--- src/rtl/mem_cache_if.sv ---
// CPU-side and physical-memory-side signals of the direct-mapped cache.
// The slave modport is the cache; the master modport is its environment.
interface mem_cache_if;
   logic [15:0]  mem_address;
   logic         mem_read;
   logic         mem_write;
   logic [1:0]   mem_byte_enable;
   logic [15:0]  mem_wdata;
   logic [15:0]  mem_rdata;
   logic         mem_resp;
   logic [15:0]  pmem_address;
   logic         pmem_read;
   logic         pmem_write;
   logic [127:0] pmem_wdata;
   logic [127:0] pmem_rdata;
   logic         pmem_resp;

   modport slave (
      input  mem_address, mem_read, mem_write, mem_byte_enable, mem_wdata,
      output mem_rdata, mem_resp,
      output pmem_address, pmem_read, pmem_write, pmem_wdata,
      input  pmem_rdata, pmem_resp
   );

   modport master (
      output mem_address, mem_read, mem_write, mem_byte_enable, mem_wdata,
      input  mem_rdata, mem_resp,
      input  pmem_address, pmem_read, pmem_write, pmem_wdata,
      output pmem_rdata, pmem_resp
   );
endinterface

--- src/rtl/mem_cache.sv ---
// Direct-mapped, write-back, write-allocate cache: 8 lines x 128 bits, 16-bit CPU words.
// state     | meaning
// IDLE      | serve hits combinationally; a miss latches tag/set and leaves
// WRITEBACK | push dirty victim line to pmem until pmem_resp
// ALLOCATE  | fill line from pmem until pmem_resp, then back to IDLE
module mem_cache (
   input  logic       clk,
   input  logic       rst_n,
   mem_cache_if.slave bus
);
   typedef enum logic [1:0] {IDLE, WRITEBACK, ALLOCATE} state_t;

   state_t       state, state_nxt;
   logic [7:0]   valid, dirty;
   logic [8:0]   tag_arr  [8];
   logic [127:0] data_arr [8];
   logic [8:0]   lat_tag;
   logic [2:0]   lat_set;
   logic [8:0]   req_tag;
   logic [2:0]   req_set;
   logic [6:0]   word_ofs;
   logic         req, hit, miss_start, fill_done;

   assign req_tag    = bus.mem_address[15:7];
   assign req_set    = bus.mem_address[6:4];
   assign word_ofs   = {bus.mem_address[3:1], 4'b0000};
   assign req        = bus.mem_read | bus.mem_write;
   assign hit        = req & valid[req_set] & (tag_arr[req_set] == req_tag);
   assign miss_start = (state == IDLE) & req & ~hit;
   assign fill_done  = (state == ALLOCATE) & bus.pmem_resp;

   always_ff @(posedge clk or negedge rst_n) begin
      if (!rst_n) state <= IDLE;
      else        state <= state_nxt;
   end

   always_comb begin
      state_nxt = state;
      unique case (state)
         IDLE:      if (req && !hit)
                       state_nxt = (valid[req_set] && dirty[req_set]) ? WRITEBACK : ALLOCATE;
         WRITEBACK: if (bus.pmem_resp) state_nxt = ALLOCATE;
         ALLOCATE:  if (bus.pmem_resp) state_nxt = IDLE;
         default:   state_nxt = IDLE;
      endcase
   end

   // pmem side uses the latched tag/set so it stays stable even if the CPU drops its request
   always_comb begin
      bus.mem_resp     = 1'b0;
      bus.pmem_read    = 1'b0;
      bus.pmem_write   = 1'b0;
      bus.pmem_address = 16'h0000;
      bus.mem_rdata    = data_arr[req_set][word_ofs +: 16];
      bus.pmem_wdata   = data_arr[lat_set];
      unique case (state)
         IDLE:      bus.mem_resp = hit;
         WRITEBACK: begin
            bus.pmem_write   = 1'b1;
            bus.pmem_address = {tag_arr[lat_set], lat_set, 4'b0000};
         end
         ALLOCATE:  begin
            bus.pmem_read    = 1'b1;
            bus.pmem_address = {lat_tag, lat_set, 4'b0000};
         end
         default: ;
      endcase
   end

   always_ff @(posedge clk or negedge rst_n) begin
      if (!rst_n) begin
         valid   <= '0;
         dirty   <= '0;
         lat_tag <= '0;
         lat_set <= '0;
      end else begin
         if (miss_start) begin
            lat_tag <= req_tag;
            lat_set <= req_set;
         end
         if (state == IDLE && hit && bus.mem_write && bus.mem_byte_enable != 2'b00)
            dirty[req_set] <= 1'b1;
         if (state == WRITEBACK && bus.pmem_resp)
            dirty[lat_set] <= 1'b0;
         if (fill_done) begin
            valid[lat_set] <= 1'b1;
            dirty[lat_set] <= 1'b0;
         end
      end
   end

   // Tag and data storage carry no reset; valid bits guard their contents.
   always_ff @(posedge clk) begin
      if (fill_done) begin
         tag_arr[lat_set]  <= lat_tag;
         data_arr[lat_set] <= bus.pmem_rdata;
      end else if (state == IDLE && hit && bus.mem_write) begin
         if (bus.mem_byte_enable[0])
            data_arr[req_set][word_ofs +: 8] <= bus.mem_wdata[7:0];
         if (bus.mem_byte_enable[1])
            data_arr[req_set][(word_ofs + 7'd8) +: 8] <= bus.mem_wdata[15:8];
      end
   end
endmodule

--- src/flat_wrapper.sv ---
// flat-port wrapper written by rule: the top's interface ports become plain ports
module mem_cache_flat 
  (clk, rst_n, bus_mem_address, bus_mem_read, bus_mem_write, bus_mem_byte_enable, bus_mem_wdata, bus_mem_rdata, bus_mem_resp, bus_pmem_address, bus_pmem_read, bus_pmem_write, bus_pmem_wdata, bus_pmem_rdata, bus_pmem_resp);
  mem_cache_if bus_i ();
  input  logic clk;
  input  logic rst_n;
  input wire logic [$bits(bus_i.mem_address)-1:0] bus_mem_address;
  input wire logic [$bits(bus_i.mem_read)-1:0] bus_mem_read;
  input wire logic [$bits(bus_i.mem_write)-1:0] bus_mem_write;
  input wire logic [$bits(bus_i.mem_byte_enable)-1:0] bus_mem_byte_enable;
  input wire logic [$bits(bus_i.mem_wdata)-1:0] bus_mem_wdata;
  output wire logic [$bits(bus_i.mem_rdata)-1:0] bus_mem_rdata;
  output wire logic [$bits(bus_i.mem_resp)-1:0] bus_mem_resp;
  output wire logic [$bits(bus_i.pmem_address)-1:0] bus_pmem_address;
  output wire logic [$bits(bus_i.pmem_read)-1:0] bus_pmem_read;
  output wire logic [$bits(bus_i.pmem_write)-1:0] bus_pmem_write;
  output wire logic [$bits(bus_i.pmem_wdata)-1:0] bus_pmem_wdata;
  input wire logic [$bits(bus_i.pmem_rdata)-1:0] bus_pmem_rdata;
  input wire logic [$bits(bus_i.pmem_resp)-1:0] bus_pmem_resp;
  assign bus_i.mem_address = bus_mem_address;
  assign bus_i.mem_read = bus_mem_read;
  assign bus_i.mem_write = bus_mem_write;
  assign bus_i.mem_byte_enable = bus_mem_byte_enable;
  assign bus_i.mem_wdata = bus_mem_wdata;
  assign bus_mem_rdata = bus_i.mem_rdata;
  assign bus_mem_resp = bus_i.mem_resp;
  assign bus_pmem_address = bus_i.pmem_address;
  assign bus_pmem_read = bus_i.pmem_read;
  assign bus_pmem_write = bus_i.pmem_write;
  assign bus_pmem_wdata = bus_i.pmem_wdata;
  assign bus_i.pmem_rdata = bus_pmem_rdata;
  assign bus_i.pmem_resp = bus_pmem_resp;
  mem_cache u_core (.clk(clk), .rst_n(rst_n), .bus(bus_i));
endmodule
--- config.mk ---
export PLATFORM = sky130hd
export DESIGN_NAME = mem_cache_flat
export DESIGN_NICKNAME = d
export VERILOG_FILES = /design/src/rtl/mem_cache_if.sv /design/src/rtl/mem_cache.sv /design/src/flat_wrapper.sv
export SDC_FILE = /design/constraint.sdc
export NUM_CORES = 2
export LEC_CHECK = 0
export ABC_AREA = 1
export CORE_UTILIZATION = 33
export CTS_BUF_LIST = sky130_fd_sc_hd__clkbuf_8
export CTS_CLUSTER_SIZE = 28
export DETAILED_ROUTE_END_ITERATION = 12
export SYNTH_ARGS = -nofsm -noshare
export SYNTH_HDL_FRONTEND = slang
export SYNTH_SLANG_ARGS = --single-unit
--- constraint.sdc ---
create_clock -name clk -period 7.1 [get_ports clk]
set_input_delay 1.42 -clock clk [delete_from_list [all_inputs] [get_ports clk]]
set_output_delay 1.42 -clock clk [all_outputs]
set_load 0.01 [all_outputs]
==> impl_metrics.env <==
export IMPL_postLayoutCoreUtil_pct=40.6
export IMPL_grt_max_degree=123
export IMPL_syn2layout_area_growth_pct=21.5
export IMPL_portBuffers=324
export IMPL_clockBufferDepth=3
export IMPL_postRouteWirelength_mm=226
export IMPL_drt_iter0_drc=7763
export IMPL_tightest_slew_ps=1380
export IMPL_wl_per_cell_microns=31.4
export IMPL_ys_seq_area_share_pct=65.2
export IMPL_crit_type="in2out"
export IMPL_grt_pass1_wl_mm=310
export IMPL_ys_ff_latch=1126
export IMPL_cts_sinks=1126
export IMPL_tns_ps=0
export IMPL_path_buf_inv=6
export IMPL_cts_buffers=183
export IMPL_critPathMaxStageDelay_ps=640
export IMPL_gp_congestion=0.990
export IMPL_met2_usage_pct=40.5
export IMPL_htree_levels=4
export IMPL_post_cts_buffers=0
export IMPL_cp_arrival_ps=5600
export IMPL_die_area_sq_um=158000
export IMPL_clockRootBuffer="clkbuf_8"
export IMPL_num_rows=144
export IMPL_setup_viol=0
export IMPL_power_frac_comb_pct=37.2
export IMPL_cts_hold_buf=0
export IMPL_hp_class="reg2reg"
export IMPL_peakVddDrop_mv=0.337
export IMPL_met3_usage_pct=10.9
export IMPL_critPathMaxFanout=23
export IMPL_syn_cell_area_sq_um=51600
export IMPL_powerDensity_nw_per_um2=353
export IMPL_core_sq_um=155000
export IMPL_p_sw_share_pct=38.2
export IMPL_vias_per_cell=6.13
export IMPL_p_int_mw=13.7
export IMPL_rsz0062_at_grt="false"
export IMPL_fin_skew_ps=53.5
export IMPL_grt_use_total_pct=27.7
export IMPL_max_cap_violations=0
export IMPL_synth_edf_count=1096
export IMPL_p_leak_nw=22.1
export IMPL_p_clk_share_pct=24.8
export IMPL_required_ps=5680
export IMPL_cts_tree="yes"
export IMPL_status="finished clean"
export IMPL_grt_busiest_layer="met2"
export IMPL_die_w_microns=397
export IMPL_clk_pin_slew_ps=50
export IMPL_reg2reg_slack_ps=2180
export IMPL_slowest_stage="clkdlybuf4s50_1"
export IMPL_switchingPower_mw=8.45
export IMPL_yosysUniqueCellTypes=60
export IMPL_slew_headroom_pct=6.85
export IMPL_die_h_microns=397
export IMPL_antenna_found_initial=13
export IMPL_grt_pass1_vias=41300
export IMPL_cp_end_kind="output port"
export IMPL_ant_nets=0
export IMPL_met1_usage_pct=35.6
export IMPL_async_flop_share_pct=2.66
export IMPL_dp_hpwl_mm=149
export IMPL_drive_gt1_share_pct=12.6
export IMPL_gr_total_overflow=0
export IMPL_final_nets=5193
export IMPL_crit_path_start_kind="input pin"
export IMPL_layout_min_cycle_time_ps=7020
export IMPL_firstDrtPassIters=8
export IMPL_yosys_most_used_dff="edfxtp_1"
export IMPL_period_share_pct=98.9
export IMPL_insertion_delay_ps=920
export IMPL_io_pins=330
export IMPL_finalMaxSlewViolations=0
export IMPL_critical_path_cell_chain="clkdlybuf4s50_1 > buf_4 > inv_2 > nand2_1 > nor2_4 > buf_12 > a221oi_1 > nand4_1 > o21ai_0 > a31oi_1 > a311oi_1 > buf_4 > a31oi_1 > clkdlybuf4s50_1"
export IMPL_critPathTopFamily="buffers and inverters"
export IMPL_syn_inst=4479
export IMPL_synth_avg_cell_area_sq_um=11.5
export IMPL_power_share_sequential_pct=38.0
export IMPL_n_fill_cell=14600
export IMPL_finalHoldViolations=0
export IMPL_fmax_mhz=142
export IMPL_via_count=44200
export IMPL_ys_warnings_count=0
export IMPL_initial_core_util_pct=33.4
export IMPL_drc_errors=0
[what timing repair did]
action                                 CTS  global route
gates resized for setup                  0             2
setup endpoints to repair                0             2
endpoints found under the hold margin    0             0
[sequential cells by signal, summed over array words and instances, names as in the netlist]
register	cells
u_core.dirty	8
u_core.state	2
u_core.tag_arr	72
u_core.data_arr	1024
u_core.lat_tag	9
u_core.valid	8
u_core.lat_set	3
[worst paths after layout]
kind	startpoint	endpoint	depth (start not counted)
worst max register to register	u_core.tag_arr[1][5]	u_core.data_arr[2][115]	20
worst min register to register	u_core.valid[4]	u_core.valid[4]	2
min in group asynchronous	rst_n	u_core.lat_tag[5]	2
max in group asynchronous	rst_n	u_core.dirty[0]	2
worst min-delay path	u_core.valid[4]	u_core.valid[4]	2
worst max-delay path	bus_mem_address[6]	bus_mem_rdata[12]	14
[logic make-up after synthesis]
| kind of cell | after synthesis | share of synthesized area, % |
|---|---|---|
| other | 1 | 0.00727 |
| muxes | 5 | 0.109 |
| adders and majority gates | 9 | 0.218 |
| DFF | 1126 | 65.2 |
| AOI/OAI and AO/OA | 1266 | 17.8 |
| and+or+nand+nor | 1361 | 11.3 |
| buffers and inverters | 711 | 5.42 |
[power by group through the flow]
stage | logic [mW] | clock network, mW | registers [mW]
after floorplan | 3.36 | 0 | 8.40
after global placement | 8.01 | 0 | 8.49
after detailed placement | 8.04 | 0 | 8.51
after CTS | 8.08 | 5.47 | 8.38
after global routing | 8.41 | 5.77 | 8.44
final | 8.22 | 5.48 | 8.40
[Yosys cell counts (37+ instances only)]
master	instances	area (sq um)
o2bb2ai_1	51	447
nand2_1	815	3060
o22ai_1	118	738
buf_1	38	143
nor3_1	37	185
inv_1	372	1400
nand3_1	101	505
o21ai_0	237	1190
edfxtp_1	1096	32900
nor2_1	265	995
o2111ai_1	106	928
a21oi_1	74	370
a221oi_1	280	2450
a22oi_1	235	1760
clkbuf_1	239	897
nand4_1	103	644
[layer usage]
metal	wire length [microns]	vias to the layer above
li1	-	18200
met1	82400	21600
met2	95700	3764
met3	35600	657
met4	12300	16
met5	110	-
[metrics by stage]
| stage | power [mW] | setup slack [ps] | std cells | hold WS [ps] | area [sq um] |
|---|---|---|---|---|---|
| after floorplan | 11.8 | 1640 | 4482 | 424 | 51600 |
| after global placement | 16.5 | 167 | 6876 | 436 | 59200 |
| after detailed placement | 16.6 | 129 | 6876 | 448 | 59200 |
| after CTS | 21.9 | 107 | 7200 | 461 | 62700 |
| after global routing | 22.6 | 41.6 | 7202 | 465 | 62700 |
| final | 22.1 | 79.0 | 7204 | 464 | 62700 |
[placed cells by master, fill, tap and decap left out, types with 6 or more instances in the layout]
cell,synthesis,layout
a2111oi_0,7,7
a211oi_1,14,14
a21oi_1,74,74
a221oi_1,280,280
a22o_1,20,20
a22oi_1,235,235
a31oi_1,30,30
buf_12,0,37
buf_4,8,310
bufinv_16,0,9
clkbuf_8,0,188
clkdlybuf4s50_1,0,319
clkinv_1,11,44
clkinv_2,0,25
dfrtp_1,30,30
edfxtp_1,1096,1096
ha_1,9,9
inv_1,372,424
inv_2,8,9
nand2_1,815,814
nand3_1,101,101
nand3_4,8,8
nand4_1,103,103
nor2_1,265,262
nor2_4,0,6
nor3_1,37,29
nor3_2,0,8
o2111ai_1,106,106
o211ai_1,36,36
o21ai_0,237,237
o21ai_1,7,7
o221ai_1,6,6
o22ai_1,118,118
o2bb2ai_1,51,51
o41ai_1,13,13
or2_2,6,6
[layout make-up]
cell class                      instances  area (sq um)  area share, %
Antenna cell                            4          10.0         0.0160
Clock buffer                          188          2590           4.13
Clock inverter                        136           858           1.37
Inverter                              391          1480           2.36
Multi-Input combinational cell       2645         15300           24.3
Sequential cell                      1126         33700           53.7
Tap cell                             2044          2560           4.08
Timing Repair Buffer                  670          6290           10.0
[worst register-to-register path, stage by stage, from the launching register on]
cell and delay, ps:
edfxtp_1 360, inv_1 80, nand2_1 60, nand3_1 100, nand2_1 80, o21bai_1 250, nand2_1 120, inv_1 70
nand2_1 50, nor2_1 150, nand3_2 130, nor2_4 570, nand4_4 360, nand2_1 150, nor2_1 50, nand2_1 330
nor2_4 170, buf_12 190, buf_12 190, buf_4 210, o21ai_0 920
Note: power is estimated with default switching activity, not from simulation.
